[config.mk]
export PLATFORM = sky130hd
export DESIGN_NAME = record_playback_flat
export DESIGN_NICKNAME = d
export VERILOG_FILES = /design/src/rtl/record_playback_if.sv /design/src/rtl/record_playback.sv /design/src/flat_wrapper.sv
export SDC_FILE = /design/constraint.sdc
export NUM_CORES = 1
export LEC_CHECK = 0
export ABC_AREA = 1
export CAP_MARGIN = 30
export CORE_ASPECT_RATIO = 1.25
export CORE_MARGIN = 2
export CORE_UTILIZATION = 35
export DETAILED_ROUTE_END_ITERATION = 16
export GPL_TIMING_DRIVEN = 0
export PLACE_DENSITY = 0.51
export REMOVE_ABC_BUFFERS = 1
export SETUP_SLACK_MARGIN = 0.2
export SLEW_MARGIN = 40
export SYNTH_ARGS = -nofsm -noshare
export SYNTH_HDL_FRONTEND = slang
export SYNTH_SLANG_ARGS = --single-unit
[constraint.sdc]
create_clock -name Sys_CLK -period 3.8 [get_ports Sys_CLK]
set_clock_uncertainty 0.1 [all_clocks]
set_input_delay 0.38 -clock Sys_CLK [delete_from_list [all_inputs] [get_ports Sys_CLK]]
set_output_delay 0.38 -clock Sys_CLK [all_outputs]
set_load 0.02 [all_outputs]
[src/rtl/record_playback_if.sv]
// Control/status bundle between the recording top and the playback reader.
//   master: drives Tick, write port (Wr_*), Clr/Play/Stop/Loop; observes LED/status.
//   slave : the playback reader; drives LED, Busy, Done, Full, Count.
interface record_playback_if #(
  parameter int unsigned ADDR_W = 4,
  parameter int unsigned DUR_W  = 16,
  parameter int unsigned LED_W  = 4
) ();
  logic              Tick;
  logic              Wr_En;
  logic [LED_W-1:0]  Wr_Led;
  logic [DUR_W-1:0]  Wr_Dur;
  logic              Clr;
  logic              Play;
  logic              Stop;
  logic              Loop;
  logic [LED_W-1:0]  LED;
  logic              Busy;
  logic              Done;
  logic              Full;
  logic [ADDR_W:0]   Count;

  modport master (
    output Tick, Wr_En, Wr_Led, Wr_Dur, Clr, Play, Stop, Loop,
    input  LED, Busy, Done, Full, Count
  );

  modport slave (
    input  Tick, Wr_En, Wr_Led, Wr_Dur, Clr, Play, Stop, Loop,
    output LED, Busy, Done, Full, Count
  );
endinterface

[src/rtl/record_playback.sv]
// Playback reader: buffers (LED pattern, duration) pairs and replays them onto
// LED, holding each entry for its duration in 0.1 ms ticks.
//   Sys_CLK : system clock (rising edge)
//   Sys_RST : async active-low reset
//   bus     : slave side of record_playback_if (Tick, write port, Clr/Play/Stop/Loop
//             in; LED, Busy, Done, Full, Count out, all registered)
module record_playback #(
  parameter int unsigned DEPTH  = 16,
  parameter int unsigned ADDR_W = 4,
  parameter int unsigned DUR_W  = 16,
  parameter int unsigned LED_W  = 4
) (
  input  logic             Sys_CLK,
  input  logic             Sys_RST,
  record_playback_if.slave bus
);

  localparam int unsigned CNT_W = ADDR_W + 1;
  localparam logic [CNT_W-1:0] DEPTH_C = CNT_W'(DEPTH);

  localparam logic [1:0] S_IDLE = 2'd0;
  localparam logic [1:0] S_LOAD = 2'd1;
  localparam logic [1:0] S_PLAY = 2'd2;
  localparam logic [1:0] S_DONE = 2'd3;

  logic [LED_W-1:0]  r_led_mem [DEPTH];
  logic [DUR_W-1:0]  r_dur_mem [DEPTH];

  logic [1:0]        r_state,   w_state_nx;
  logic [ADDR_W-1:0] r_rd_addr, w_rd_addr_nx;
  logic [DUR_W-1:0]  r_remain,  w_remain_nx;
  logic [LED_W-1:0]  r_led,     w_led_nx;
  logic [CNT_W-1:0]  r_count,   w_count_nx;
  logic              r_busy,    w_busy_nx;
  logic              r_done,    w_done_nx;
  logic              r_full,    w_full_nx;

  logic              w_wr_acc;
  logic              w_last;
  logic [LED_W-1:0]  w_rd_led;
  logic [DUR_W-1:0]  w_rd_dur;

  // Clr beats Wr_En; writes only land while idle and not full
  assign w_wr_acc = (r_state == S_IDLE) && bus.Wr_En && !r_full && !bus.Clr;
  assign w_last   = ({1'b0, r_rd_addr} == (r_count - CNT_W'(1)));
  assign w_rd_led = r_led_mem[r_rd_addr];
  assign w_rd_dur = r_dur_mem[r_rd_addr];

  // Entry storage, no reset needed: Count gates what is ever read
  always_ff @(posedge Sys_CLK) begin
    if (w_wr_acc) begin
      r_led_mem[r_count[ADDR_W-1:0]] <= bus.Wr_Led;
      r_dur_mem[r_count[ADDR_W-1:0]] <= bus.Wr_Dur;
    end
  end

  // State and output registers
  always_ff @(posedge Sys_CLK or negedge Sys_RST) begin
    if (!Sys_RST) begin
      r_state   <= S_IDLE;
      r_rd_addr <= '0;
      r_remain  <= '0;
      r_led     <= '0;
      r_count   <= '0;
      r_busy    <= 1'b0;
      r_done    <= 1'b0;
      r_full    <= 1'b0;
    end else begin
      r_state   <= w_state_nx;
      r_rd_addr <= w_rd_addr_nx;
      r_remain  <= w_remain_nx;
      r_led     <= w_led_nx;
      r_count   <= w_count_nx;
      r_busy    <= w_busy_nx;
      r_done    <= w_done_nx;
      r_full    <= w_full_nx;
    end
  end

  // Next-state and next-output logic
  always_comb begin
    w_state_nx   = r_state;
    w_rd_addr_nx = r_rd_addr;
    w_remain_nx  = r_remain;
    w_led_nx     = r_led;
    w_count_nx   = r_count;
    w_done_nx    = 1'b0;

    if (r_state == S_IDLE) begin
      if (bus.Clr)       w_count_nx = '0;
      else if (w_wr_acc) w_count_nx = r_count + CNT_W'(1);
    end

    case (r_state)
      S_IDLE: begin
        w_led_nx = '0;
        if (!bus.Stop && bus.Play) begin
          if (r_count != '0) begin
            w_state_nx   = S_LOAD;
            w_rd_addr_nx = '0;
          end else begin
            // Empty buffer: report an immediate, empty replay
            w_done_nx = 1'b1;
          end
        end
      end
      S_LOAD: begin
        if (bus.Stop) begin
          w_state_nx = S_IDLE;
          w_led_nx   = '0;
        end else begin
          w_state_nx  = S_PLAY;
          w_led_nx    = w_rd_led;
          w_remain_nx = (w_rd_dur == '0) ? DUR_W'(1) : w_rd_dur;
        end
      end
      S_PLAY: begin
        if (bus.Stop) begin
          w_state_nx = S_IDLE;
          w_led_nx   = '0;
        end else if (bus.Tick) begin
          if (r_remain == DUR_W'(1)) begin
            if (!w_last) begin
              w_rd_addr_nx = r_rd_addr + ADDR_W'(1);
              w_state_nx   = S_LOAD;
            end else if (bus.Loop) begin
              w_rd_addr_nx = '0;
              w_state_nx   = S_LOAD;
            end else begin
              w_state_nx = S_DONE;
              w_led_nx   = '0;
              w_done_nx  = 1'b1;
            end
          end else begin
            w_remain_nx = r_remain - DUR_W'(1);
          end
        end
      end
      S_DONE: begin
        w_state_nx = S_IDLE;
        w_led_nx   = '0;
      end
      default: begin
        w_state_nx = S_IDLE;
        w_led_nx   = '0;
      end
    endcase

    w_busy_nx = (w_state_nx == S_LOAD) || (w_state_nx == S_PLAY);
    w_full_nx = (w_count_nx == DEPTH_C);
  end

  assign bus.LED   = r_led;
  assign bus.Busy  = r_busy;
  assign bus.Done  = r_done;
  assign bus.Full  = r_full;
  assign bus.Count = r_count;

endmodule

[src/flat_wrapper.sv]
// flat-port wrapper written by rule: the top's interface ports become plain ports
module record_playback_flat 
#(
  parameter int unsigned DEPTH  = 16,
  parameter int unsigned ADDR_W = 4,
  parameter int unsigned DUR_W  = 16,
  parameter int unsigned LED_W  = 4
)
  (Sys_CLK, Sys_RST, bus_Tick, bus_Wr_En, bus_Wr_Led, bus_Wr_Dur, bus_Clr, bus_Play, bus_Stop, bus_Loop, bus_LED, bus_Busy, bus_Done, bus_Full, bus_Count);
  record_playback_if #(.ADDR_W(ADDR_W), .DUR_W(DUR_W), .LED_W(LED_W)) bus_i ();
  input  logic Sys_CLK;
  input  logic Sys_RST;
  input wire logic [$bits(bus_i.Tick)-1:0] bus_Tick;
  input wire logic [$bits(bus_i.Wr_En)-1:0] bus_Wr_En;
  input wire logic [$bits(bus_i.Wr_Led)-1:0] bus_Wr_Led;
  input wire logic [$bits(bus_i.Wr_Dur)-1:0] bus_Wr_Dur;
  input wire logic [$bits(bus_i.Clr)-1:0] bus_Clr;
  input wire logic [$bits(bus_i.Play)-1:0] bus_Play;
  input wire logic [$bits(bus_i.Stop)-1:0] bus_Stop;
  input wire logic [$bits(bus_i.Loop)-1:0] bus_Loop;
  output wire logic [$bits(bus_i.LED)-1:0] bus_LED;
  output wire logic [$bits(bus_i.Busy)-1:0] bus_Busy;
  output wire logic [$bits(bus_i.Done)-1:0] bus_Done;
  output wire logic [$bits(bus_i.Full)-1:0] bus_Full;
  output wire logic [$bits(bus_i.Count)-1:0] bus_Count;
  assign bus_i.Tick = bus_Tick;
  assign bus_i.Wr_En = bus_Wr_En;
  assign bus_i.Wr_Led = bus_Wr_Led;
  assign bus_i.Wr_Dur = bus_Wr_Dur;
  assign bus_i.Clr = bus_Clr;
  assign bus_i.Play = bus_Play;
  assign bus_i.Stop = bus_Stop;
  assign bus_i.Loop = bus_Loop;
  assign bus_LED = bus_i.LED;
  assign bus_Busy = bus_i.Busy;
  assign bus_Done = bus_i.Done;
  assign bus_Full = bus_i.Full;
  assign bus_Count = bus_i.Count;
  record_playback #(.DEPTH(DEPTH), .ADDR_W(ADDR_W), .DUR_W(DUR_W), .LED_W(LED_W)) u_core (.Sys_CLK(Sys_CLK), .Sys_RST(Sys_RST), .bus(bus_i));
endmodule
After elaboration in Yosys (flattened, before gate mapping). Memories as Yosys holds them, arrays and structs flattened. Index checks and enable logic that the tools add are counted.

Bits in writable memories: 320. Flip-flop bits (word level): 34. Memories kept: 2. Logic and storage cells: 94. Output and inout port bits: 12.

Memory list: u_core.r_dur_mem (depth 16, width 16, read ports 1, clocked after memory_dff 0, wr ports 1, RTL line record_playback.sv:27) `logic [DUR_W-1:0] r_dur_mem [DEPTH];`; u_core.r_led_mem (depth 16, width 4, read ports 1, clocked after memory_dff 0, wr ports 1, RTL line record_playback.sv:26) `logic [LED_W-1:0] r_led_mem [DEPTH];`.

Add/sub/neg operators: 4. Multiplexer cells: 43. Reduce and logical (&&, ||, !) cells: 17. Equal/unequal tests: 20.

Operators with widths (number): 16-bit 2-to-1 mux (5); 4-bit 2-to-1 mux (13); 16-bit one-hot mux with 2 select lines (1); 16-bit by 1-bit == test with 1-bit output, second input constant (1); 16-bit logical NOT (1); 2-bit 2-to-1 mux (8); 16-bit by 1-bit subtractor with 16-bit output, second input constant (1); 5-bit 2-to-1 mux (3); 2-bit inequality test, second input constant (6); 4-bit one-hot mux with 3 select lines (1); 1-bit 2-to-1 mux (9); 3-bit inequality test, second input constant (3); 2-bit one-hot mux with 4 select lines (1); 4-bit one-hot mux with 2 select lines (1); 7-bit AND reduction (1); 2-bit == test, second input constant (3); 3-bit by 2-bit inequality test with 1-bit output, second input constant (2); 5-bit by 1-bit adder with 5-bit output, second input constant (1); 4-bit by 5-bit == test with 1-bit output (1); 5-bit == test, second input constant (1); 5-bit AND reduction (1); 5-bit nonzero test (1); 5-bit by 1-bit subtractor with 5-bit output, second input constant (1); 4-bit by 1-bit adder with 4-bit output, second input constant (1); other kinds (10) (17).

Longest topological paths before layout.
Depth after elaboration: 9. Mapped depth: 17. Mapped depth without buffers: 14.

Worst setup path before layout. Ideal clock, no wire load.

Path kind: register to register. Start: reg u_core.r_count[0] (netlist: u_core.bus.Count[0]). End: mem u_core.r_dur_mem[4][0], enable pin. Arrival time: 2359 ps. Setup slack: 919 ps. Cell stages (with the launch flop): 5. Buffers on the path: 0. Required time: 3278 ps. Period minus slack after synthesis: 2881 ps. Path through: dfrtp_1 > inv_1 > ha_1 > inv_1 > nor3_1.

RTL lines: from (decl) (RTL line record_playback.sv:33) `logic [CNT_W-1:0] r_count, w_count_nx;`; from (signal assigned) (RTL line record_playback.sv:73) `r_count <= w_count_nx;`; to (decl) (RTL line record_playback.sv:27).

Straight into the memory's write port.

Final worst setup path.
Start: reg u_core.r_rd_addr[0]. End: reg u_core.r_remain[0].

Word-level cells in the longest chain between the ends: 5.

Ends and longest elaborated chain: from (decl) (RTL line record_playback.sv:30) `logic [ADDR_W-1:0] r_rd_addr, w_rd_addr_nx;`; from (signal assigned) (RTL line record_playback.sv:70) `r_rd_addr <= w_rd_addr_nx;`; memory read 16 x 16 bit *; 16-bit logical NOT (RTL line record_playback.sv:114) `w_remain_nx = (w_rd_dur == '0) ? DUR_W'(1) : w_rd_dur;`; 16-bit 2-to-1 mux * (RTL line record_playback.sv:114); 16-bit 2-to-1 mux * (RTL line record_playback.sv:108) `if (bus.Stop) begin`; 16-bit one-hot mux with 2 select lines * (RTL line record_playback.sv:94) `case (r_state)`; to (signal assigned) (RTL line record_playback.sv:71) `r_remain <= w_remain_nx;`; to (decl) (RTL line record_playback.sv:31) `logic [DUR_W-1:0] r_remain, w_remain_nx;`.

Every way passes the cells marked *; elsewhere a longest branch is shown, timed or not. The select of a mux whose other input is x is not followed. A chain may end at the register's enable or synchronous reset.

==> metrics <==
status=finished clean; num ports=40; DR pass1 iterations=5; drt total wl=39990 µm; initial antenna violation count=1; RSZ-0062 raised after global routing=false; ys async rst share=0.09605; number of flops mapped to enable cells by yosys=320; vias per cell=4.903; VDD IR max=0.2787 mV; TritonCTS clock tree=yes; share of post-route cells with drive strength above 1=0.09145; Netlist Area Pre-Place=15300 µm²; Syn Inst Count=1427; Max Root-Sink Buffers=3; Layout fillers=4017; Worst-Margin Slew=0.8324 ns; period utilization=0.7919; CP Launch Type=flip-flop; IO Port Bufs=39; Area Growth Syn to Fin=17.18%; post-synth top area share=0.6281; DR iter-0 viols=761; Data required, critical path=4.16 ns; vias in the first global route=9706; placed wire-length estimate=24430 µm; Die ar.=45410 µm²; CP Max Fanout=106; Crit Reg-Reg Startpoint=u_core.r_rd_addr[0]; Area contributors post-synth=edfxtp_1, nand2_1, dfrtp_1; vias post-DR=10170; CP endpoint kind=flip-flop; total gr overflow=0; htree depth=2; global-route wire length before repair=60600 µm; Tmin final=3.009 ns; count of cell types in the netlist=38; number of synthesized register bits=354; antenna viol nets, final=0; most common cell in the synthesized netlist=nand2_1; Antenna Cells=0; final setup vio count=0; power per standard cell area=601.5 nW/µm²; clk slew on worst S/H paths=0.06 ns; max cap viols=0; WL per Instance=19.28 µm; CTS root buffer=clkbuf_16; crit path launch=u_core.r_rd_addr[0]; Final Slew Violations=0; Placed Instances=2010; worst stage delay on the critical path=0.71 ns; total power=10780 µW; Placer Congestion=0.7962; # nets final=1520; relative slew slack=0.4451; Worst-Skew Late Latency=0.52 ns; Starting Density=0.3552; Min-Delay Path Class=input pin to asynchronous set/reset pin; Synth Flop Type=edfxtp_1; count of final hold-check violations=0; final core utilization=0.4162; Die W=191.0 µm; Post-CTS Setup Bufs=0; fmax=332.3 MHz; Worst Path Arrival=3.37 ns; sequential fraction of the synthesis area=0.6837; Mean Syn Cell Area=10.72 µm²; Die Y=237.7 µm; Slowest-stage cell, CP=dfrtp_4; gr usage total=0.1790; static leakage=0.006847 µW; Sink Count=354; Post-synth top cells=nand2_1, edfxtp_1, nand3_1, nor2_1, inv_1; Synthesis Warnings=0; crit-path most repeated cell=nand2_1; Setup Crit Path Kind=flip-flop to flip-flop; Critical Path, Cell by Cell=buf_12 > inv_12 > buf_16 > nand2_1 > nand3_1 > nand3_1 > nand3_1 > nand2_1 > nor2_1 > nand2_1 > nor2_1 > nand2_1 > nand2_1 > nand2_1 > nand2_1; DRC errors left=0; Core Region=43070 µm²; largest net degree at the start of global routing=107; number of buffers created by CTS=36; Post-Layout Cell Count=2074; FP Rows=85; Yosys top cell by area=edfxtp_1
-- flip-flops by register name, summed over array words and instances, names as in the netlist --
| signal | count |
|---|---|
| u_core.r_dur_mem | 256 |
| u_core.r_led_mem | 64 |
| u_core.r_remain | 16 |
| u_core.bus.Count | 5 |
| u_core.bus.LED | 4 |
| u_core.r_rd_addr | 4 |
| u_core.r_state | 2 |
| u_core.bus.Busy | 1 |
| u_core.bus.Done | 1 |
| u_core.bus.Full | 1 |
-- layout by cell type, fill, tap and decap left out, drive strengths merged, types with 30 or more instances in the layout --
| cell | instances |
|---|---|
| a21oi | 30 |
| buf | 52 |
| clkbuf | 44 |
| clkdlybuf4s50 | 38 |
| dfrtp | 34 |
| edfxtp | 320 |
| inv | 110 |
| nand2 | 409 |
| nand3 | 153 |
| nor2 | 136 |
| o21ai | 85 |
-- path summary, 6_finish.rpt --
kind	to	slack (ns)	depth (start not counted)
max	u_core.r_remain[0]	0.79	15
min	u_core.r_remain[9]	0.27	2
max reg2reg	u_core.r_remain[0]	0.79	15
min reg2reg	u_core.bus.LED[0]	0.42	2
max in group asynchronous	u_core.r_rd_addr[2]	2.93	2
min in group Sys_CLK	u_core.bus.LED[0]	0.42	2
-- critical path: cells and delay by family, from the launching register on --
family / cells / cell delay, ns
and+or+nand+nor: 12 / 1.14
buffers and inverters: 3 / 0.86
DFF: 1 / 0.71
-- report_power, final --
| part | internal, µW | switching [µW] |
|---|---|---|
| Combinational | 841 | 1730 |
| Sequential | 4470 | 219 |
| Clock | 2090 | 1440 |
-- kinds of logic after synthesis --
logic type      after synthesis  synth area share
compound gates              152           0.05594
xor+xnor                     11          0.006298
buf+inv                     182           0.05480
flops                       354            0.6837
fa+ha+maj                     8          0.006543
simple gates                720            0.1927
-- final cells by class --
cell class / count / area [µm²] / area share
repair buffers: 91 / 1050 / 0.05856
clock inverters: 19 / 187.7 / 0.01047
clock buffers: 44 / 972.2 / 0.05423
flip-flops and latches: 354 / 10470 / 0.5842
multi-input cells: 891 / 4103 / 0.2289
well taps: 565 / 706.9 / 0.03943
inverters: 110 / 435.4 / 0.02429
-- layer usage --
metal	track usage	routed length, µm
met1	0.2449	18210
met2	0.2910	18770
met3	0.02215	1613
met4	0.06718	1379
met5	0	12
-- timing repair --
| item | CTS | global route |
|---|---|---|
| hold buffers | 1 | 0 |
| resized for setup | 0 | 0 |
| endpoints found under the hold margin | 34 | 0 |
-- through the flow --
stage | setup TNS (ns) | worst slack [ns] | area (µm²) | hold WS (ns)
floorplan | -24.79 | -1.383 | 14880 | -0.01559
global placement | -468.67 | -6.007 | 15970 | 0.4111
detailed placement | 0 | 0.6931 | 16750 | 0.2909
CTS | 0 | 0.7504 | 17920 | 0.2834
global route | 0 | 0.5973 | 17930 | 0.3198
finish | 0 | 0.7906 | 17930 | 0.2718
Power figures use the tool's default switching activity.
